$ cat src/rtl/pov_spi_tx_pkg.sv
// Shared types and helpers for the point-of-view SPI transmitter.
package pov_spi_tx_pkg;

    // Default component width; must track the receiver's fixed-point width.
    localparam int DEFAULT_FW = 24;

    // Vectors per frame: playerX/Y, facingX/Y, vplaneX/Y.
    localparam int VEC_COUNT = 6;

    // Transmitter states. Each state's line values are loaded on entry.
    typedef enum logic [2:0] {
        ST_IDLE,
        ST_LOW,
        ST_HIGH,
        ST_HOLD,
        ST_GAP
    } spi_state_t;

    // Total frame length in bits for a given component width.
    function automatic int frame_bits(input int fw);
        return VEC_COUNT * fw;
    endfunction

endpackage

$ cat src/rtl/pov_spi_tx_phase.sv
// Down-counting phase timer: loads a length, counts to zero and holds there.
module spi_phase_timer #(
    parameter int W = 2
) (
    input  logic         clk,
    input  logic         reset,
    input  logic         i_load,
    input  logic [W-1:0] i_load_val,
    output logic         o_tc,
    output logic         o_pre_tc
);

    logic [W-1:0] r_count;

    // Reload on request, otherwise count down and park at zero (never wraps).
    always_ff @(posedge clk) begin
        if (reset) begin
            r_count <= '0;
        end else if (i_load) begin
            r_count <= i_load_val;
        end else if (r_count != '0) begin
            r_count <= r_count - 1'b1;
        end
    end

    // Terminal count marks the last cycle of a phase; pre-terminal the one before.
    assign o_tc     = (r_count == '0);
    assign o_pre_tc = (r_count == W'(1));

endmodule

$ cat src/rtl/pov_spi_tx.sv
// SPI mode-0 master that sends one point-of-view vector set as a single
// ss_n-framed, MSB-first frame, paced by a CLK_DIV half-period.
module pov_spi_tx
    import pov_spi_tx_pkg::*;
#(
    parameter int FW      = DEFAULT_FW,
    parameter int CLK_DIV = 2
) (
    input  logic          clk,
    input  logic          reset,
    input  logic          i_start,
    input  logic [FW-1:0] i_playerX,
    input  logic [FW-1:0] i_playerY,
    input  logic [FW-1:0] i_facingX,
    input  logic [FW-1:0] i_facingY,
    input  logic [FW-1:0] i_vplaneX,
    input  logic [FW-1:0] i_vplaneY,
    output logic          o_busy,
    output logic          o_done,
    output logic          o_sclk,
    output logic          o_mosi,
    output logic          o_ss_n
);

    localparam int FRAME_BITS = frame_bits(FW);
    localparam int PW         = $clog2(2 * CLK_DIV);
    localparam int BW         = $clog2(FRAME_BITS + 1);

    localparam logic [PW-1:0] PH_HALF  = PW'(CLK_DIV - 1);
    localparam logic [PW-1:0] PH_GAP   = PW'(2 * CLK_DIV - 1);
    localparam logic [BW-1:0] BITS_ALL = BW'(FRAME_BITS);

    // A one-cycle half period cannot give the receiver's synchronisers time.
    generate
        if (CLK_DIV < 2) begin : g_bad_div
            $error("pov_spi_tx: CLK_DIV must be at least 2");
        end
    endgenerate

    spi_state_t               r_state;
    // The bit currently on the wire lives in r_mosi; r_shift holds the rest.
    logic [FRAME_BITS-2:0]    r_shift;
    logic [BW-1:0]            r_bits;
    logic                     r_ss_n;
    logic                     r_sclk;
    logic                     r_mosi;
    logic                     r_busy;
    logic                     r_done;

    logic [FRAME_BITS-1:0]    w_frame;
    logic                     w_tc;
    logic                     w_pre_tc;
    logic                     w_load;
    logic [PW-1:0]            w_load_val;

    assign w_frame = {i_playerX, i_playerY, i_facingX, i_facingY, i_vplaneX, i_vplaneY};

    spi_phase_timer #(
        .W (PW)
    ) u_phase (
        .clk        (clk),
        .reset      (reset),
        .i_load     (w_load),
        .i_load_val (w_load_val),
        .o_tc       (w_tc),
        .o_pre_tc   (w_pre_tc)
    );

    // Reload the phase timer on every state entry; only GAP lasts two half periods.
    always_comb begin
        w_load     = 1'b0;
        w_load_val = PH_HALF;
        if (r_state == ST_IDLE) begin
            w_load = i_start;
        end else begin
            w_load = w_tc;
        end
        if (r_state == ST_HOLD) begin
            w_load_val = PH_GAP;
        end
    end

    // Frame sequencer: every output is registered and set on state entry.
    always_ff @(posedge clk) begin
        if (reset) begin
            r_state <= ST_IDLE;
            r_shift <= '0;
            r_bits  <= '0;
            r_ss_n  <= 1'b1;
            r_sclk  <= 1'b0;
            r_mosi  <= 1'b0;
            r_busy  <= 1'b0;
            r_done  <= 1'b0;
        end else begin
            case (r_state)
                ST_IDLE: begin
                    r_done <= 1'b0;
                    if (i_start) begin
                        r_state <= ST_LOW;
                        r_shift <= w_frame[FRAME_BITS-2:0];
                        r_mosi  <= w_frame[FRAME_BITS-1];
                        r_bits  <= BITS_ALL;
                        r_ss_n  <= 1'b0;
                        r_sclk  <= 1'b0;
                        r_busy  <= 1'b1;
                    end
                end
                ST_LOW: begin
                    if (w_tc) begin
                        r_state <= ST_HIGH;
                        r_sclk  <= 1'b1;
                    end
                end
                ST_HIGH: begin
                    if (w_tc) begin
                        r_sclk  <= 1'b0;
                        r_bits  <= r_bits - 1'b1;
                        r_shift <= {r_shift[FRAME_BITS-3:0], 1'b0};
                        if (r_bits > BW'(1)) begin
                            r_state <= ST_LOW;
                            r_mosi  <= r_shift[FRAME_BITS-2];
                        end else begin
                            r_state <= ST_HOLD;
                            r_mosi  <= 1'b0;
                        end
                    end
                end
                ST_HOLD: begin
                    if (w_tc) begin
                        r_state <= ST_GAP;
                        r_ss_n  <= 1'b1;
                    end
                end
                ST_GAP: begin
                    if (w_tc) begin
                        r_state <= ST_IDLE;
                        r_busy  <= 1'b0;
                        r_done  <= 1'b0;
                    end else if (w_pre_tc) begin
                        // Registered one cycle ahead so done lands on GAP's final cycle.
                        r_done <= 1'b1;
                    end
                end
                default: begin
                    r_state <= ST_IDLE;
                    r_ss_n  <= 1'b1;
                    r_sclk  <= 1'b0;
                    r_mosi  <= 1'b0;
                    r_busy  <= 1'b0;
                    r_done  <= 1'b0;
                end
            endcase
        end
    end

    assign o_busy = r_busy;
    assign o_done = r_done;
    assign o_sclk = r_sclk;
    assign o_mosi = r_mosi;
    assign o_ss_n = r_ss_n;

endmodule
$ cat config.mk
export PLATFORM = sky130hd
export DESIGN_NAME = pov_spi_tx
export DESIGN_NICKNAME = d
export VERILOG_FILES = /design/src/rtl/pov_spi_tx_pkg.sv /design/src/rtl/pov_spi_tx_phase.sv /design/src/rtl/pov_spi_tx.sv
export SDC_FILE = /design/constraint.sdc
export NUM_CORES = 1
export LEC_CHECK = 0
export CAP_MARGIN = 20
export CORE_ASPECT_RATIO = 2
export CORE_MARGIN = 2
export CORE_UTILIZATION = 50
export CTS_BUF_LIST = sky130_fd_sc_hd__clkbuf_8
export CTS_CLUSTER_DIAMETER = 200
export DETAILED_ROUTE_END_ITERATION = 7
export DONT_BUFFER_PORTS = 1
export PLACE_DENSITY = 0.65
export SLEW_MARGIN = 0
export SYNTH_ARGS = -nofsm -noshare
export SYNTH_HDL_FRONTEND = slang
export SYNTH_SLANG_ARGS = --single-unit
export TNS_END_PERCENT = 10
$ cat constraint.sdc
create_clock -name clk -period 2.9 [get_ports clk]
set_input_delay 0.58 -clock clk [delete_from_list [all_inputs] [get_ports clk]]
set_output_delay 0.58 -clock clk [all_outputs]
set_load 0.02 [all_outputs]
==> results.ini <==
[floorplan]
chipHeight_um = 171.9
initial_core_util = 0.5100
placementRows = 61
io_pins = 152
die-area_um2 = 15110
die_w_um = 87.94
coreArea_um2 = 13810

[detailed_routing]
wl_per_cell_um = 15.63
ant_nets = 0
route.detailed.drc = 0
via_count = 6135
viasPerCell = 5.771
first_pass_iters = 5
finalWirelength_mm = 16.62
drtIter0Drc = 294

[clock_network]
cts.path.max_buffers = 2
cts_tree = built
cts.sinks = 161
root_buffer = clkbuf_8
numCtsBuffers = 17
cts_resized = 0
cts_hold_buf = 0
post_cts_buffers = 0
worstSkewPairLatency_ns = 0.44
clk_pin_slew_ns = 0.09
htree_levels = 4

[synthesis]
synth_fp_nets = 1066
synth_area_um2 = 7046
synth.distinct_cells = 35
yosysWarningCount = 0
synth.area.top_cells = dfxtp_1 (46%), a311oi_1 (18%), nand2_1 (16%), nor2_1 (8.4%), clkbuf_1 (3.3%)
ys_seq_elements = 161
synthCells = 915
syn_area_per_cell_um2 = 7.700
synthFlopType = dfxtp_1
yosysMostFrequentCell = nand2_1
synth_edf_count = 0
netlist.area_leader.share = 0.4575
synth_common_cells = nand2_1 (291), dfxtp_1 (161), nor2_1 (158), a311oi_1 (143), clkbuf_1 (62)
seq_area_frac_synth = 0.4575
async_reset_ff_frac = 0
yosys.area.top_type = dfxtp_1

[global_routing]
antenna_found_initial = 0
grt_pass1_vias = 5980
track_usage = 0.2216
grt_pass1_wl_mm = 26.97
grt-ovfl-total = 0
grt_max_degree = 160

[critical_path]
worst-r2r-setup-slack_ns = 0.47
cp-start-kind = register
critPathMaxFanout = 49
end_kind = register
crit_arrival_ns = 2.76
cp_cell_sequence = inv_1 -> ha_1 -> mux2_2 -> and2_4 -> buf_12 -> nor2_1 -> a311oi_1
slowest_delay_ns = 0.51
crit_slowest_cell = and2_4
required_ns = 3.23
startpoint = u_phase.r_count[0]$_SDFFE_PP0P_
rr_startpoint = u_phase.r_count[0]$_SDFFE_PP0P_
reg2reg_to = r_shift[120]$_SDFFE_PP0P_
rr_worst_depth = 7
critPathKind = register to register

[layout]
syn_to_final_growth_pct = 7.423
fin_area_um2 = 7569
n_antenna_cell = 0
drive_gt1_frac = 0.06178
final_nets = 1013

[timing]
setup_viol = 0
timing_hold_violations_final = 0
max_slew_margin = 0.6079
rsz0062_at_grt = no
finClkSkew_ns = 0.01509
fin_setup_tns_ns = 0
fin_crit_sh = 0.8372
fin_crit_ns = 2.428
tightest_slew_ns = 0.5873
slew_viol_final = 0
timing.fmax_mhz = 411.9

[worst_hold_path]
hold_class = input pin to register
whs_endpoint = r_shift[95]$_SDFFE_PP0P_
min_from = reset
hold_path_depth = 1

[power]
leakage_nw = 2.866
power_density_nw_per_um2 = 761.0
max-vdd-ir-drop_v = 0.0004156

[job]
cap_violations = 0

[place]
portBuffers = 0
placed_cell_area_um2 = 7153
place_congestion = 0.7864
dpl.hpwl_mm = 11.11

[outcome]
status = completed

[cell families after synthesis]
group | synth area share
AOI/OAI and AO/OA | 0.1996
xor gates and xnor gates | 0.006215
DFF | 0.4575
adders and majority gates | 0.007104
buffers and inverters | 0.05452
and+or+nand+nor | 0.2719
muxes | 0.003196
[critical path, delay by kind of cell (launching register included)]
family	cells	cell delay, ns
and+or+nand+nor	2	0.57
adders and majority gates	1	0.39
buffers and inverters	2	0.35
DFF	1	0.35
muxes	1	0.33
AOI/OAI and AO/OA	1	0.30
[through the flow]
step / total power, W / cells / utilization / setup WS, ns / hold WS [ns]
2_1_floorplan: 0.003804 / 915 / - / 1.029 / 0.4536
4_1_cts: 0.005828 / 1063 / 0.5479 / 0.5064 / 0.1779
6_report: 0.005760 / 1063 / 0.5479 / 0.4722 / 0.2172
3_5_place_dp: 0.004089 / 1032 / 0.5178 / 0.5388 / 0.4641
5_1_grt: 0.006115 / 1063 / 0.5479 / 0.2507 / 0.1719
3_3_place_gp: 0.004016 / 1032 / 0.5178 / 0.6444 / 0.4545
[layout make-up]
cell class / instances / area, um2
clock buffer: 17 / 234.0
fill: 1342 / 6246
sequential: 161 / 3223
timing repair buffer: 15 / 225.2
inverter: 6 / 22.52
multi-input combinational: 661 / 3446
tap: 189 / 236.5
clock inverter: 14 / 181.4
[per-layer routing]
metal | part of all wire | global-route usage | vias to the layer above
met5 | 0 | 0 | -
met4 | 0.013 | 0.08428 | 0
met3 | 0.052 | 0.05060 | 16
met2 | 0.52 | 0.3995 | 150
met1 | 0.42 | 0.2472 | 2901
li1 | - | - | 3068
[report_power, final]
group | switching (W) | total, W | internal, W
clock | 0.000858 | 0.00172 | 0.000864
combinational | 0.000745 | 0.00125 | 0.000505
sequential | 0.000221 | 0.00279 | 0.00257
[layout by cell type (no fill, tap or decap), drive strengths merged]
cell type  Yosys  layout
a21o           2       2
nor4           4       4
o21ai          2       2
mux2           2       2
nand2b         5       5
a221oi         1       1
and2           2       2
or3b           1       1
nand2        291     291
clkbuf        62      17
nand4b         2       2
or4            2       2
buf           25      15
a32oi          2       2
nor2b          1       1
clkinvlp       0       4
nand3b         2       2
o211a          1       1
nand4          3       3
inv            6      12
or3            1       1
xor2           5       5
ha             4       4
nor2         159     159
nand3          4       4
dfxtp        161     161
o22a           1       1
bufinv         0       3
a21oi         15      15
a311oi       143     143
and4           1       1
nor3           4       4
clkinv         0       1
o32ai          1       1
[worst max-delay path by stage]
stage	to	slack (ns)	cells after the start
CTS	r_shift[38]$_SDFFE_PP0P_	0.51	7
floorplan	r_shift[43]$_SDFFE_PP0P_	1.03	8
global placement	r_shift[12]$_SDFFE_PP0P_	0.64	7
finish	r_shift[120]$_SDFFE_PP0P_	0.47	7
detailed placement	r_shift[38]$_SDFFE_PP0P_	0.54	7
global route	r_shift[122]$_SDFFE_PP0P_	0.25	7
[sequential cells by signal, indices dropped and copies added (netlist names)]
name / count
r_shift: 143
u_phase.r_count: 2
o_sclk: 1
o_done: 1
o_busy: 1
o_ss_n: 1
r_state: 3
o_mosi: 1
r_bits: 8
Note: power is estimated with default switching activity, not from simulation.
